<file path="config.mk">
export PLATFORM = sky130hd
export DESIGN_NAME = ex_muldiv_unit_flat
export DESIGN_NICKNAME = d
export VERILOG_FILES = /design/src/rtl/ex_muldiv_unit_if.sv /design/src/rtl/ex_muldiv_unit.sv /design/src/flat_wrapper.sv
export SDC_FILE = /design/constraint.sdc
export NUM_CORES = 1
export LEC_CHECK = 0
export CAP_MARGIN = 20
export CELL_PAD_IN_SITES_DETAIL_PLACEMENT = 1
export CELL_PAD_IN_SITES_GLOBAL_PLACEMENT = 1
export CORE_ASPECT_RATIO = 0.75
export CORE_MARGIN = 2
export CORE_UTILIZATION = 29
export CTS_BUF_LIST = sky130_fd_sc_hd__clkbuf_2
export DETAILED_ROUTE_END_ITERATION = 10
export PLACE_DENSITY = 0.56
export SYNTH_ARGS = -nofsm -noshare
export SYNTH_HDL_FRONTEND = slang
export SYNTH_SLANG_ARGS = --single-unit
</file>
<file path="constraint.sdc">
create_clock -name clk -period 9 [get_ports clk]
set_input_delay 1.35 -clock clk [delete_from_list [all_inputs] [get_ports clk]]
set_output_delay 1.35 -clock clk [all_outputs]
set_load 0.02 [all_outputs]
</file>
<file path="src/rtl/ex_muldiv_unit_if.sv">
`default_nettype none
// ======================================================================
// Module   : ex_muldiv_unit_if
// Purpose  : Request/result bundle between the EX stage and the mul/div unit.
// Revision : 1.0
// ======================================================================
interface ex_muldiv_unit_if #(
  parameter int WIDTH = 32
);
  logic             start;
  logic [1:0]       op;
  logic [WIDTH-1:0] src_a;
  logic [WIDTH-1:0] src_b;
  logic             flush;
  logic             busy;
  logic             done;
  logic [WIDTH-1:0] hi;
  logic [WIDTH-1:0] lo;

  modport master (
    output start, op, src_a, src_b, flush,
    input  busy, done, hi, lo
  );

  modport slave (
    input  start, op, src_a, src_b, flush,
    output busy, done, hi, lo
  );
endinterface
`default_nettype wire

</file>
<file path="src/rtl/ex_muldiv_unit.sv">
`default_nettype none
// ======================================================================
// Module   : ex_muldiv_unit
// Purpose  : Iterative MULT/MULTU/DIV/DIVU unit feeding HI/LO; optional
//            multiply early-out enabled by MULDIV_EARLY_OUT_EN.
// Revision : 1.0
// ======================================================================
module ex_muldiv_unit #(
  parameter int WIDTH = 32,
  parameter int CNT_W = 6
) (
  input  wire logic       clk,
  input  wire logic       rst_n,
  ex_muldiv_unit_if.slave bus
);

  typedef enum logic [1:0] {
    ST_IDLE = 2'd0,
    ST_CALC = 2'd1,
    ST_FIX  = 2'd2
  } state_e;

  state_e               state_q,  state_d;
  logic                 is_div_q, is_div_d;
  logic                 neg_lo_q, neg_lo_d;
  logic                 neg_hi_q, neg_hi_d;
  logic [2*WIDTH-1:0]   acc_q,    acc_d;
  logic [2*WIDTH-1:0]   opb_q,    opb_d;
  logic [WIDTH-1:0]     mplier_q, mplier_d;
  logic [CNT_W-1:0]     cnt_q,    cnt_d;
  logic [WIDTH-1:0]     hi_q,     hi_d;
  logic [WIDTH-1:0]     lo_q,     lo_d;
  logic                 done_q,   done_d;

  logic                 signed_op;
  logic                 a_neg;
  logic                 b_neg;
  logic [WIDTH-1:0]     a_mag;
  logic [WIDTH-1:0]     b_mag;
  logic                 div_by_zero;
  logic [WIDTH:0]       div_shift;
  logic [WIDTH:0]       div_diff;
  logic [2*WIDTH-1:0]   prod_fix;
  logic [WIDTH-1:0]     quo_fix;
  logic [WIDTH-1:0]     rem_fix;
  logic                 last_iter;
  logic                 calc_last;

  assign signed_op   = ~bus.op[0];
  assign a_neg       = signed_op & bus.src_a[WIDTH-1];
  assign b_neg       = signed_op & bus.src_b[WIDTH-1];
  assign a_mag       = a_neg ? -bus.src_a : bus.src_a;
  assign b_mag       = b_neg ? -bus.src_b : bus.src_b;
  assign div_by_zero = bus.op[1] && (bus.src_b == '0);

  // Restoring step: acc holds {remainder, dividend-being-shifted-out/quotient-shifted-in}.
  // A set MSB in div_diff means the trial subtraction borrowed.
  assign div_shift = {acc_q[2*WIDTH-1:WIDTH], acc_q[WIDTH-1]};
  assign div_diff  = div_shift - {1'b0, opb_q[WIDTH-1:0]};

  assign prod_fix = neg_lo_q ? -acc_q : acc_q;
  assign quo_fix  = neg_lo_q ? -acc_q[WIDTH-1:0] : acc_q[WIDTH-1:0];
  assign rem_fix  = neg_hi_q ? -acc_q[2*WIDTH-1:WIDTH] : acc_q[2*WIDTH-1:WIDTH];

  assign last_iter = (cnt_q == CNT_W'(WIDTH - 1));

`ifdef MULDIV_EARLY_OUT_EN
  // Once the unconsumed multiplier bits are zero the product is final.
  assign calc_last = last_iter || (!is_div_q && (mplier_q[WIDTH-1:1] == '0));
`else
  assign calc_last = last_iter;
`endif

  always_comb begin
    state_d  = state_q;
    is_div_d = is_div_q;
    neg_lo_d = neg_lo_q;
    neg_hi_d = neg_hi_q;
    acc_d    = acc_q;
    opb_d    = opb_q;
    mplier_d = mplier_q;
    cnt_d    = cnt_q;
    hi_d     = hi_q;
    lo_d     = lo_q;
    done_d   = 1'b0;

    case (state_q)
      ST_IDLE: begin
        if (bus.start && !bus.flush) begin
          is_div_d = bus.op[1];
          cnt_d    = '0;
          if (div_by_zero) begin
            // Unsigned-looking result with no sign fix: hi=src_a, lo=all ones.
            neg_lo_d = 1'b0;
            neg_hi_d = 1'b0;
            acc_d    = {bus.src_a, {WIDTH{1'b1}}};
            state_d  = ST_FIX;
          end else begin
            neg_lo_d = a_neg ^ b_neg;
            neg_hi_d = a_neg;
            acc_d    = bus.op[1] ? {{WIDTH{1'b0}}, a_mag} : '0;
            opb_d    = bus.op[1] ? {{WIDTH{1'b0}}, b_mag} : {{WIDTH{1'b0}}, a_mag};
            mplier_d = b_mag;
            state_d  = ST_CALC;
          end
        end
      end

      ST_CALC: begin
        if (bus.flush) begin
          state_d = ST_IDLE;
        end else begin
          cnt_d = cnt_q + CNT_W'(1);
          if (is_div_q) begin
            if (!div_diff[WIDTH]) begin
              acc_d = {div_diff[WIDTH-1:0], acc_q[WIDTH-2:0], 1'b1};
            end else begin
              acc_d = {div_shift[WIDTH-1:0], acc_q[WIDTH-2:0], 1'b0};
            end
          end else begin
            if (mplier_q[0]) begin
              acc_d = acc_q + opb_q;
            end
            opb_d    = opb_q << 1;
            mplier_d = mplier_q >> 1;
          end
          if (calc_last) begin
            state_d = ST_FIX;
          end
        end
      end

      ST_FIX: begin
        state_d = ST_IDLE;
        if (!bus.flush) begin
          done_d = 1'b1;
          if (is_div_q) begin
            hi_d = rem_fix;
            lo_d = quo_fix;
          end else begin
            hi_d = prod_fix[2*WIDTH-1:WIDTH];
            lo_d = prod_fix[WIDTH-1:0];
          end
        end
      end

      default: state_d = ST_IDLE;
    endcase
  end

  always_ff @(posedge clk) begin
    if (!rst_n) begin
      state_q  <= ST_IDLE;
      is_div_q <= 1'b0;
      neg_lo_q <= 1'b0;
      neg_hi_q <= 1'b0;
      acc_q    <= '0;
      opb_q    <= '0;
      mplier_q <= '0;
      cnt_q    <= '0;
      hi_q     <= '0;
      lo_q     <= '0;
      done_q   <= 1'b0;
    end else begin
      state_q  <= state_d;
      is_div_q <= is_div_d;
      neg_lo_q <= neg_lo_d;
      neg_hi_q <= neg_hi_d;
      acc_q    <= acc_d;
      opb_q    <= opb_d;
      mplier_q <= mplier_d;
      cnt_q    <= cnt_d;
      hi_q     <= hi_d;
      lo_q     <= lo_d;
      done_q   <= done_d;
    end
  end

  assign bus.busy = (state_q != ST_IDLE);
  assign bus.done = done_q;
  assign bus.hi   = hi_q;
  assign bus.lo   = lo_q;

endmodule
`default_nettype wire

</file>
<file path="src/flat_wrapper.sv">
// flat-port wrapper written by rule: the top's interface ports become plain ports
module ex_muldiv_unit_flat 
#(
  parameter int WIDTH = 32,
  parameter int CNT_W = 6
)
  (clk, rst_n, bus_start, bus_op, bus_src_a, bus_src_b, bus_flush, bus_busy, bus_done, bus_hi, bus_lo);
  ex_muldiv_unit_if #(.WIDTH(WIDTH)) bus_i ();
  input  wire logic clk;
  input  wire logic rst_n;
  input wire logic [$bits(bus_i.start)-1:0] bus_start;
  input wire logic [$bits(bus_i.op)-1:0] bus_op;
  input wire logic [$bits(bus_i.src_a)-1:0] bus_src_a;
  input wire logic [$bits(bus_i.src_b)-1:0] bus_src_b;
  input wire logic [$bits(bus_i.flush)-1:0] bus_flush;
  output wire logic [$bits(bus_i.busy)-1:0] bus_busy;
  output wire logic [$bits(bus_i.done)-1:0] bus_done;
  output wire logic [$bits(bus_i.hi)-1:0] bus_hi;
  output wire logic [$bits(bus_i.lo)-1:0] bus_lo;
  assign bus_i.start = bus_start;
  assign bus_i.op = bus_op;
  assign bus_i.src_a = bus_src_a;
  assign bus_i.src_b = bus_src_b;
  assign bus_i.flush = bus_flush;
  assign bus_busy = bus_i.busy;
  assign bus_done = bus_i.done;
  assign bus_hi = bus_i.hi;
  assign bus_lo = bus_i.lo;
  ex_muldiv_unit #(.WIDTH(WIDTH), .CNT_W(CNT_W)) u_core (.clk(clk), .rst_n(rst_n), .bus(bus_i));
endmodule
</file>
; After elaboration in Yosys (flattened, before gate mapping)
; Index checks and enable logic that the tools add are counted.
[word_totals]
mem_count = 0
ram_bits = 0
reg_bits = 236
latchBits = 0
mem_bits_ro = 0
word_cells = 84
in_bits = 70
[op_classes]
multipliers = 0
n_bitwise = 5
eq_ne = 9
magnitude_cmp = 0
shifts = 0
n_addsub = 8
div = 0
n_mux = 37
reduce_logical = 14
[op_table]
columns = operator, n
row1 = $mux W64, 11
row2 = $mux W32, 12
row3 = $pmux W64 S2, 2
row4 = $neg A32 Y32, 4
row5 = $add A64 B64 Y64, 1
row6 = $neg A64 Y64, 1
row7 = $pmux W32 S2, 1
row8 = $sub A33 B32 Y33, 1
row9 = $logic_not A32 Y1, 1
row10 = $mux W6, 2
row11 = $pmux W6 S2, 1
row12 = $mux W2, 4
row13 = $reduce_and A2 Y1, 4
row14 = $add A6 B1 Y6 const B, 1
row15 = $eq A6 B5 Y1 const B, 1
row16 = $ne A2 B2 Y1 const B, 3
row17 = $reduce_and A5 Y1, 1
row18 = $pmux W2 S2, 1
row19 = $reduce_and A4 Y1, 1
row20 = $reduce_bool A2 Y1, 2
row21 = $mux W1, 3
row22 = $ne A3 B1 Y1 const B, 1
row23 = $ne A3 B2 Y1 const B, 1
row24 = $reduce_and A3 Y1, 1
row25 = other kinds (9), 12

; Logic depth before layout (Yosys ltp)
; Gate-level depths: netlist of the first run.
[logic_depth]
depth_word = 7
ltp_mapped = 15
depth_no_buf = 13

; Least setup slack after synthesis of the first run
; No wires, ideal clock.
[synth_timing]
path_type = input-to-reg
startpoint = input bus_src_b[13]
endpoint = register u_core.mplier_q[27]
setup_slack_ns = 5.153
arrival_ns = 3.719
setup_time_ns = 0.128
path_stages = 12
cell_sequence = or4_1 or3_1 nor4_2 nand2_1 nor3_4 mux2i_1 o21ai_2 buf_4 buf_2 a211oi_1 a21oi_1 nor2_1
[synth_between]
elab_chain_cells = 5
word_cells_on_any_way = 9
[synth_rtl]
columns = element, line
row1 = "start, declared", flat_wrapper.sv:14  ; input wire logic [$bits(bus_i.src_b)-1:0] bus_src_b;
row2 = $neg A32 Y32, ex_muldiv_unit.sv:53  ; assign b_mag = b_neg ? -bus.src_b : bus.src_b;
row3 = $mux W32, ex_muldiv_unit.sv:53
row4 = $mux W32, ex_muldiv_unit.sv:92  ; if (div_by_zero) begin
row5 = $mux W32, ex_muldiv_unit.sv:89  ; if (bus.start && !bus.flush) begin
row6 = $pmux W32 S2, ex_muldiv_unit.sv:87  ; case (state_q)
row7 = "end signal, assigned", ex_muldiv_unit.sv:171  ; mplier_q <= mplier_d;
row8 = "end, declared", ex_muldiv_unit.sv:29  ; logic [WIDTH-1:0] mplier_q, mplier_d;
; Parallel ways exist; a longest one is shown, timed or not. The select of a mux whose other input is x is not followed.
; A chain may end at the register's enable or synchronous reset.

; Worst setup path in the final report of the first run
[layout_timing]
startpoint = register u_core.state_q[1]
endpoint = register u_core.acc_q[61]
[layout_between]
elab_chain_cells = 3
word_cells_on_any_way = 8
[layout_rtl]
columns = element, line
row1 = "start, declared", ex_muldiv_unit.sv:23  ; state_e state_q, state_d;
row2 = "start signal, assigned", ex_muldiv_unit.sv:165  ; state_q <= state_d;
row3 = $eq A2 B1 Y1 / $logic_not A2 Y1 (equally long branches), ex_muldiv_unit.sv:87
row4 = "$ne A3 B1 Y1 (no source line), or another cell as far along", n/a
row5 = $reduce_and A4 Y1 (no source line), n/a
row6 = "end signal, assigned", ex_muldiv_unit.sv:157  ; acc_q <= '0;
row7 = "end signal, assigned", ex_muldiv_unit.sv:169  ; acc_q <= acc_d;
row8 = "end, declared", ex_muldiv_unit.sv:27  ; logic [2*WIDTH-1:0] acc_q, acc_d;
; Parallel ways exist; a longest one is shown, timed or not.

==> results of run 1 <==
-- layout make-up --
cell class	count	area, µm²	area share (%)
multi-input cells	2162	13600	61.6
flip-flops and latches	236	4730	21.4
repair buffers	180	1690	7.66
well taps	871	1090	4.94
clock buffers	101	505	2.29
inverters	75	287	1.30
clock inverters	21	153	0.692
diodes	6	15.0	0.0680
-- layout by cell type (no fill, tap or decap), types with 12 or more instances in the layout --
cell,instances
a21oi_1,324
nor2_1,295
nand2_1,252
dfxtp_1,235
a211oi_1,151
o21ai_0,146
clkdlybuf4s50_1,134
clkbuf_2,101
ha_1,100
xor2_1,99
xnor2_1,96
nand3_1,91
inv_1,74
nor3_1,48
buf_4,44
a21o_1,43
o211ai_1,42
a31oi_1,32
o31ai_1,31
nand4_1,31
nor2b_1,29
mux2i_1,25
nand2b_1,21
nor4_1,20
and3_1,20
or3_1,18
a221oi_1,18
o21bai_1,17
or4_1,15
o21a_1,12
o41ai_1,12
-- layer usage --
metal / global-route usage (%) / part of all wire [%]
met5: 0 / 0.014
met4: 7.47 / 2.4
met2: 37.4 / 40
met1: 39.7 / 50
met3: 5.55 / 7.0
-- synthesized netlist by cell type (9+ instances only) --
master       n  area, µm²
a21oi_1    324       1620
nor2_1     298       1120
nand2_1    252        946
dfxtp_1    236       4720
clkbuf_1   154        578
a211oi_1   151       1130
o21ai_0    146        731
ha_1       100       1250
xor2_1      99        867
xnor2_1     96        841
nand3_1     92        460
inv_1       74        278
nor3_1      48        240
a21o_1      43        323
o211ai_1    42        315
a31oi_1     32        200
nand4_1     31        194
o31ai_1     31        233
nor2b_1     30        188
buf_2       26        130
mux2i_1     25        250
nand2b_1    22        138
and3_1      20        125
nor4_1      20        125
a221oi_1    18        158
or3_1       18        113
o21bai_1    17        128
or4_1       15        113
o21a_1      12       90.1
o41ai_1     12        105
and2_1      11       68.8
or2_2       11       68.8
a221oi_2    10        150
buf_1       10       37.5
a2111oi_0    9       78.8
-- stage by stage --
step           instance area [µm²]  hold slack, ns
2_1_floorplan                19400           0.432
3_3_place_gp                 21400           0.442
3_5_place_dp                 21400           0.458
4_1_cts                      22000           0.443
5_1_grt                      22100           0.481
6_report                     22100           0.464
-- worst paths after layout --
kind                     start           endpoint  slack [ns]  depth (start not counted)
max          u_core.state_q[1]   u_core.acc_q[61]        4.16                         11
min reg2reg  u_core.bus.hi[25]  u_core.bus.hi[25]        0.46                          2
min          u_core.bus.hi[25]  u_core.bus.hi[25]        0.46                          2
max reg2reg  u_core.state_q[1]   u_core.acc_q[61]        4.16                         11
-- flip-flops by register name, summed over array words and instances (netlist names) --
| register | cells |
|---|---|
| u_core.opb_q | 64 |
| u_core.neg_hi_q | 1 |
| u_core.bus.hi | 32 |
| u_core.bus.lo | 32 |
| u_core.is_div_q | 1 |
| u_core.bus.done | 1 |
| u_core.acc_q | 64 |
| u_core.mplier_q | 32 |
| u_core.neg_lo_q | 1 |
| u_core.state_q | 2 |
| u_core.cnt_q | 6 |
-- power breakdown --
| part | internal (W) | total, W | switching [W] |
|---|---|---|---|
| Combinational | 0.000327 | 0.000945 | 0.000618 |
| Sequential | 0.00109 | 0.00117 | 0.0000854 |
| Clock | 0.000361 | 0.000930 | 0.000569 |
| Total | 0.00177 | 0.00305 | 0.00127 |
-- logic make-up (layout without fill, tap and decap cells) --
kind of cell	after synthesis	count (layout)	share of synthesized area, %
AND/OR/NAND/NOR	913	913	22.5
multiplexers	25	25	1.29
flip-flops	236	236	24.4
AO/OA/AOI/OAI	927	927	30.8
buffers and inverters	271	377	5.54
adder cells (fa/ha/maj)	102	102	6.67
other	0	6	0
XOR/XNOR	195	195	8.82
-- critical path: cells and delay by family (launching register included) --
kind / cells / cell delay, ns
buffers and inverters: 2 / 0.71
DFF: 1 / 0.77
AOI/OAI and AO/OA: 3 / 1.03
and+or+nand+nor: 6 / 2.25
==> results.json, run 1 <==
{
  "ys_ff_latch": 236,
  "cts_tree": "done",
  "hold_buffers": 0,
  "place_ws_ns": 3.38,
  "yosysUniqueCellTypes": 87,
  "setup_viol": 0,
  "worst_ir_drop_vdd_uv": 72.8,
  "pin_count": 136,
  "synth_edf_count": 0,
  "syn_nets": 2841,
  "end_kind": "register",
  "grt_pass1_vias": 20782,
  "fill_cells": 8104,
  "drive_above_1_share_pct": 7.50,
  "dieArea_um2": 68900,
  "fin_setup_tns_ns": 0,
  "hold_path.class": "reg2reg",
  "layout.cells.non_filler": 3652,
  "outcome": "completed",
  "ys.flop_type": "dfxtp_1",
  "cp_slowest_cell": "dfxtp_1",
  "nNetsFinal": 2898,
  "wire_per_inst_um": 25.5,
  "postLayoutCoreUtil_pct": 33.7,
  "cts.sinks": 236,
  "syn_area_um2": 19400,
  "fmax_mhz": 207,
  "fp-row-count": 81,
  "numCtsBuffers": 71,
  "syn2layout_area_growth_pct": 14.0,
  "root_buffer": "clkbuf_2",
  "grt_pass1_wl_mm": 138,
  "core_um2": 65600,
  "vias": 21218,
  "max_stage_delay_ns": 0.77,
  "ys_seq_area_share_pct": 24.4,
  "fin_skew_ns": 0.104,
  "die_h_um": 228,
  "finalMaxSlewViolations": 0,
  "p_leak_nw": 8.29,
  "post_cts_buffers": 0,
  "drt-pass1-iter-count": 5,
  "cts_htree_levels": 3,
  "path_max_fanout": 35,
  "hpwlAfterDp_mm": 71.8,
  "antenna_found_initial": 12,
  "fin_ws_ns": 4.16,
  "track_usage_pct": 26.4,
  "avgSynthCellArea_um2": 7.25,
  "rsz0062_at_grt": "false",
  "tightest_slew_ns": 1.14,
  "fin_crit_ns": 4.84,
  "ys_warn_count": 0,
  "synthesis.instances": 2669,
  "die_x_um": 302,
  "max-slew-margin-rel_pct": 24.2,
  "finalCritPeriodShare_pct": 53.8,
  "clock_path_buffers": 3,
  "insertion_delay_ns": 1.15,
  "crit_path_frequent_cell": "nand2_1",
  "crit_chain": "nand2b_4, nor2_1, o21ai_1, nand2_1, buf_4, nor2_2, buf_4, nand2_1, nand2_1, a2111oi_0, a221oi_1",
  "overflow": 0,
  "drt_wl_total_mm": 93.0,
  "start_util_pct": 29.5,
  "power_w": 0.00305,
  "async_reset_ff_share_pct": 0,
  "drc": 0,
  "vias_per_cell": 5.81,
  "drv_cap": 0,
  "cts_resized": 0,
  "port_buffers": 135,
  "place_inst": 3521,
  "ant_nets": 0,
  "start_kind": "register",
  "clk_pin_slew_worst_paths_ns": 0.13,
  "hold_viol": 0,
  "crit_type": "reg2reg",
  "powerDensity_nw_per_um2": 138,
  "grt_max_degree": 106,
  "worst-endpoint-required_ns": 10.03,
  "worstPathArrival_ns": 5.88,
  "gp_congestion": 0.938,
  "drtIter0Drc": 1724
}
Note: power is estimated with default switching activity, not from simulation.
==> run 2: changes to the inputs <==
- clock period: 9 -> 4.65 ns (I/O delays scaled with it)
==> run 2 against run 1 <==
Combinational power up 110%. Die area is the same. Setup slack worse by 3.7 ns. Worst hold slack worse by 0.18 ns. Clock power grew 91%. Wire length increased by 2.9%.
==> results.json, run 2 (same netlist as run 1, synthesis figures left out) <==
{
  "gp_congestion": 0.979,
  "cts_tree": "done",
  "dieArea_um2": 68900,
  "hold_viol": 0,
  "port_buffers": 135,
  "seq_area_um2": 4730,
  "pin_count": 136,
  "drv_cap": 0,
  "nNetsFinal": 2952,
  "numCtsBuffers": 69,
  "wire_per_inst_um": 25.9,
  "final_common_cell": "a21oi_1",
  "end_kind": "register",
  "hold_ws_ns": 0.287,
  "grt_max_degree": 115,
  "worstPathArrival_ns": 5.24,
  "multi_input_area_um2": 13600,
  "grt_pass1_vias": 21064,
  "syn2layout_area_growth_pct": 16.2,
  "hold_path.class": "in2reg",
  "vias": 21695,
  "worst-path-buf-inv": 1,
  "fin_crit_ns": 4.24,
  "cts_htree_levels": 3,
  "overflow": 0,
  "layout_common_cells": "324 x a21oi_1, 296 x nor2_1, 252 x nand2_1",
  "fin_setup_tns_ns": 0,
  "core_um2": 65600,
  "fin_skew_ns": 0.113,
  "grt_pass1_wl_mm": 141,
  "p_leak_nw": 8.57,
  "setup_viol": 0,
  "powerDensity_nw_per_um2": 265,
  "rsz0062_at_grt": "false",
  "critPathTopFamily": "compound AO/OA/AOI/OAI gates",
  "post_cts_buffers": 0,
  "drive_above_1_share_pct": 8.93,
  "ant_nets": 0,
  "worst-endpoint-required_ns": 5.65,
  "fp-row-count": 81,
  "start_kind": "register",
  "max_stage_delay_ns": 0.55,
  "cp_slowest_cell": "o31ai_1",
  "drt-pass1-iter-count": 6,
  "clk_pin_slew_worst_paths_ns": 0.11,
  "worst_ir_drop_vdd_uv": 122,
  "track_usage_pct": 27.2,
  "hold_buffers": 0,
  "crit_type": "reg2reg",
  "max-slew-margin-rel_pct": 29.5,
  "drc": 0,
  "die_h_um": 228,
  "drt_wl_total_mm": 95.7,
  "outcome": "completed",
  "cts.sinks": 236,
  "finalCritPeriodShare_pct": 91.2,
  "tightest_slew_ns": 1.06,
  "cts_resized": 0,
  "fill_cells": 8128,
  "drtIter0Drc": 1819,
  "top_regs": "u_core.acc_q: 64 flops, u_core.opb_q: 64 flops",
  "crit_chain": "ha_1, fa_1, a211o_1, o211ai_1, a211oi_1, nor3b_1, buf_4, o31a_1, o21bai_1, a21oi_1, o31ai_1, or4_1, a32o_1",
  "insertion_delay_ns": 1.13,
  "fin_area_um2": 22500,
  "start_util_pct": 29.5,
  "clock_path_buffers": 3,
  "fmax_mhz": 236,
  "die_x_um": 302,
  "path_max_fanout": 4,
  "hpwlAfterDp_mm": 74.2,
  "root_buffer": "clkbuf_2",
  "finalMaxSlewViolations": 0,
  "vias_per_cell": 5.87,
  "postLayoutCoreUtil_pct": 34.3,
  "place_area_um2": 21900,
  "antenna_found_initial": 6
}
-- run 2: changes by cell type in the layout (fill, tap and decap cells not counted), moves of 2 or more --
cell / previous run / this run
buf_4: 44 / 96
clkbuf_2: 101 / 92
buf_12: 0 / 5
diode_2: 6 / 2
clkinv_1: 11 / 14
clkinv_2: 3 / 1
clkinvlp_4: 2 / 0
inv_2: 1 / 3
-- run 2: power by group --
part | leakage, nW | internal [W] | switching, W
registers | 1.92 | 0.00210 | 0.000116
clock network | 0.467 | 0.000701 | 0.00108
logic | 6.19 | 0.000676 | 0.00129
-- run 2: stage by stage --
step | power (W) | setup WS (ns) | instances
2_1_floorplan | 0.00342 | 1.39 | 2669
5_1_grt | 0.00628 | 0.286 | 3696
4_1_cts | 0.00599 | 0.552 | 3694
3_5_place_dp | 0.00417 | 0.437 | 3580
3_3_place_gp | 0.00415 | 0.541 | 3580
6_report | 0.00597 | 0.409 | 3696
-- run 2: final timing paths --
| path | from | end | slack [ns] | cells past startpoint |
|---|---|---|---|---|
| worst min-delay path | bus_start | u_core.state_q[1] | 0.29 | 3 |
| worst min register to register | u_core.bus.hi[21] | u_core.bus.hi[21] | 0.46 | 2 |
| worst max-delay path | u_core.opb_q[0] | u_core.acc_q[58] | 0.41 | 13 |
| worst max register to register | u_core.opb_q[0] | u_core.acc_q[58] | 0.41 | 13 |
-- run 2: layout make-up --
class / instances / share of cell area (%)
clock inverters: 22 / 0.745
clock buffers: 92 / 2.05
inverters: 75 / 1.27
flip-flops and latches: 236 / 21.0
diodes: 2 / 0.0222
repair buffers: 236 / 9.63
well taps: 871 / 4.84
multi-input cells: 2162 / 60.4
-- run 2: metal layers --
metal / track usage [%] / up-vias / wire (µm)
met4: 8.11 / 2 / 2500
li1: - / 10036 / -
met5: 0 / - / 13
met3: 5.00 / 119 / 6740
met1: 41.5 / 10804 / 48200
met2: 37.9 / 734 / 38200
-- run 2: worst reg2reg max path, stage by stage (launching register included) --
cell	delay, ns
dfxtp_1	0.49
ha_1	0.29
fa_1	0.29
a211o_1	0.15
o211ai_1	0.13
a211oi_1	0.48
nor3b_1	0.12
buf_4	0.17
o31a_1	0.33
o21bai_1	0.50
a21oi_1	0.25
o31ai_1	0.55
or4_1	0.20
a32o_1	0.17
==> run 3: changes to the inputs <==
- clock period: 4.65 -> 5.19 ns (I/O delays scaled with it)
==> run 3 against run 2 <==
Flip-flop and latch count unchanged. Critical path depth shrank 1. Final cell count shrank 0.65%. Utilization decreased by 0.40 points. Count of clock-buffer cells in the layout is 19 higher. Setup slack improved by 0.35 ns. Total power shrank 10%. Sequential share of layout area rose by 0.25 points. Combinational power shrank 14%. Largest power group unchanged. Wire length decreased by 1.2%. Critical path type unchanged. Via count fell by 0.68%. Worst hold slack better by 0.12 ns.
==> results.json, run 3 (same netlist as run 1, synthesis figures left out) <==
{
  "met2_length_mm": 37.6,
  "tightest_slew_ns": 1.06,
  "fin_setup_tns_ns": 0,
  "ant_nets": 0,
  "place_area_um2": 21600,
  "track_usage_pct": 26.9,
  "fin_area_um2": 22200,
  "power_w": 0.00536,
  "postLayoutCoreUtil_pct": 33.9,
  "finalMaxSlewViolations": 0,
  "final_common_cell": "a21oi_1",
  "fmax_mhz": 226,
  "grt_pass1_wl_mm": 139,
  "worst_ir_drop_vdd_uv": 125,
  "fin_crit_ns": 4.43,
  "drc": 0,
  "layout_common_cells": "324 x a21oi_1, 296 x nor2_1, 252 x nand2_1",
  "cts_htree_levels": 3,
  "switching_share_pct": 41.7,
  "max_stage_delay_ns": 0.57,
  "vias": 21547,
  "drive_above_1_share_pct": 8.37,
  "drtIter0Drc": 1967,
  "fin_skew_ns": 0.0960,
  "route.met3.wl_mm": 7.62,
  "rsz0062_at_grt": "false",
  "cts_tree": "done",
  "worstPathArrival_ns": 5.40,
  "drv_cap": 0,
  "antenna_found_initial": 7,
  "drt-pass1-iter-count": 5,
  "end_kind": "register",
  "overflow": 0,
  "seqPwrFrac_pct": 37.5,
  "die_x_um": 302,
  "finalCritPeriodShare_pct": 85.3,
  "dr.max_layer_used": "met5",
  "wire_per_inst_um": 25.8,
  "root_buffer": "clkbuf_2",
  "drt-met1-wl_mm": 46.6,
  "syn2layout_area_growth_pct": 14.9,
  "internal_power_w": 0.00312,
  "clock_power_share_pct": 30.8,
  "powerDensity_nw_per_um2": 241,
  "hold_path.class": "in2reg",
  "top_regs": "u_core.acc_q: 64 flops, u_core.opb_q: 64 flops",
  "hold_buffers": 0,
  "core_um2": 65600,
  "post_cts_buffers": 0,
  "start_util_pct": 29.5,
  "hpwlAfterDp_mm": 73.0,
  "insertion_delay_ns": 1.15,
  "drt_wl_total_mm": 94.6,
  "cp_slowest_cell": "nor3b_1",
  "pin_count": 136,
  "outcome": "completed",
  "port_buffers": 135,
  "cts.sinks": 236,
  "clk_pin_slew_worst_paths_ns": 0.11,
  "nNetsFinal": 2921,
  "crit_chain": "ha_1, fa_1, a211o_1, o211ai_1, a211oi_1, nor3b_1, o31a_1, o21bai_1, a21oi_1, o31ai_1, or4_1, a32o_1",
  "worst-endpoint-required_ns": 6.16,
  "gp_congestion": 0.953,
  "crit_type": "reg2reg",
  "start_kind": "register",
  "grt_pass1_vias": 20982,
  "numCtsBuffers": 73,
  "grt_max_degree": 135,
  "power_frac_comb_pct": 31.7,
  "max-slew-margin-rel_pct": 29.3,
  "vias_per_cell": 5.87,
  "die_h_um": 228,
  "setup_viol": 0,
  "hold_ws_ns": 0.405,
  "dieArea_um2": 68900,
  "cts_resized": 0,
  "fp-row-count": 81,
  "path_max_fanout": 4,
  "p_leak_nw": 8.42,
  "hold_viol": 0,
  "p_switching_w": 0.00223,
  "clock_path_buffers": 3
}
run 3: stage by stage:
stage | worst slack [ns] | instances
after floorplan | 1.91 | 2669
after global placement | 0.732 | 3545
after detailed placement | 0.678 | 3545
after CTS | 0.836 | 3668
after global routing | 0.590 | 3670
final | 0.761 | 3672
run 3: power by group through the flow:
stage	Combinational (W)	Clock, W	Sequential, W
finish	0.00170	0.00165	0.00201
floorplan	0.00108	0	0.00199
global placement	0.00164	0	0.00204
detailed placement	0.00166	0	0.00204
CTS	0.00167	0.00173	0.00200
global route	0.00183	0.00180	0.00202
run 3: cell type report:
class / count / area (µm²)
clock buffer: 111 / 556
clock inverter: 12 / 105
timing repair buffer: 201 / 1870
fill: 8045 / 43300
tap: 871 / 1090
sequential: 236 / 4730
inverter: 75 / 287
antenna: 4 / 10.0
multi-input combinational: 2162 / 13600
run 3: final timing paths:
path / cells after the start / slack [ns] / end / start
max: 12 / 0.76 / u_core.acc_q[58] / u_core.opb_q[0]
min reg2reg: 2 / 0.46 / u_core.bus.hi[8] / u_core.bus.hi[8]
min: 3 / 0.40 / u_core.mplier_q[0] / bus_src_b[0]
max reg2reg: 12 / 0.76 / u_core.acc_q[58] / u_core.opb_q[0]
run 3: per-layer routing:
metal	vias up	global-route usage, %
li1	9973	-
met1	10625	40.7
met2	788	37.6
met3	157	5.31
met4	4	8.23
met5	-	0
run 3: critical path: cells and delay by family, from the launching register on:
family                   cells  cell delay (ns)
adder cells (fa/ha/maj)      2             0.74
AO/OA/AOI/OAI                8             2.12
AND/OR/NAND/NOR              2             1.00
flip-flops                   1             0.42
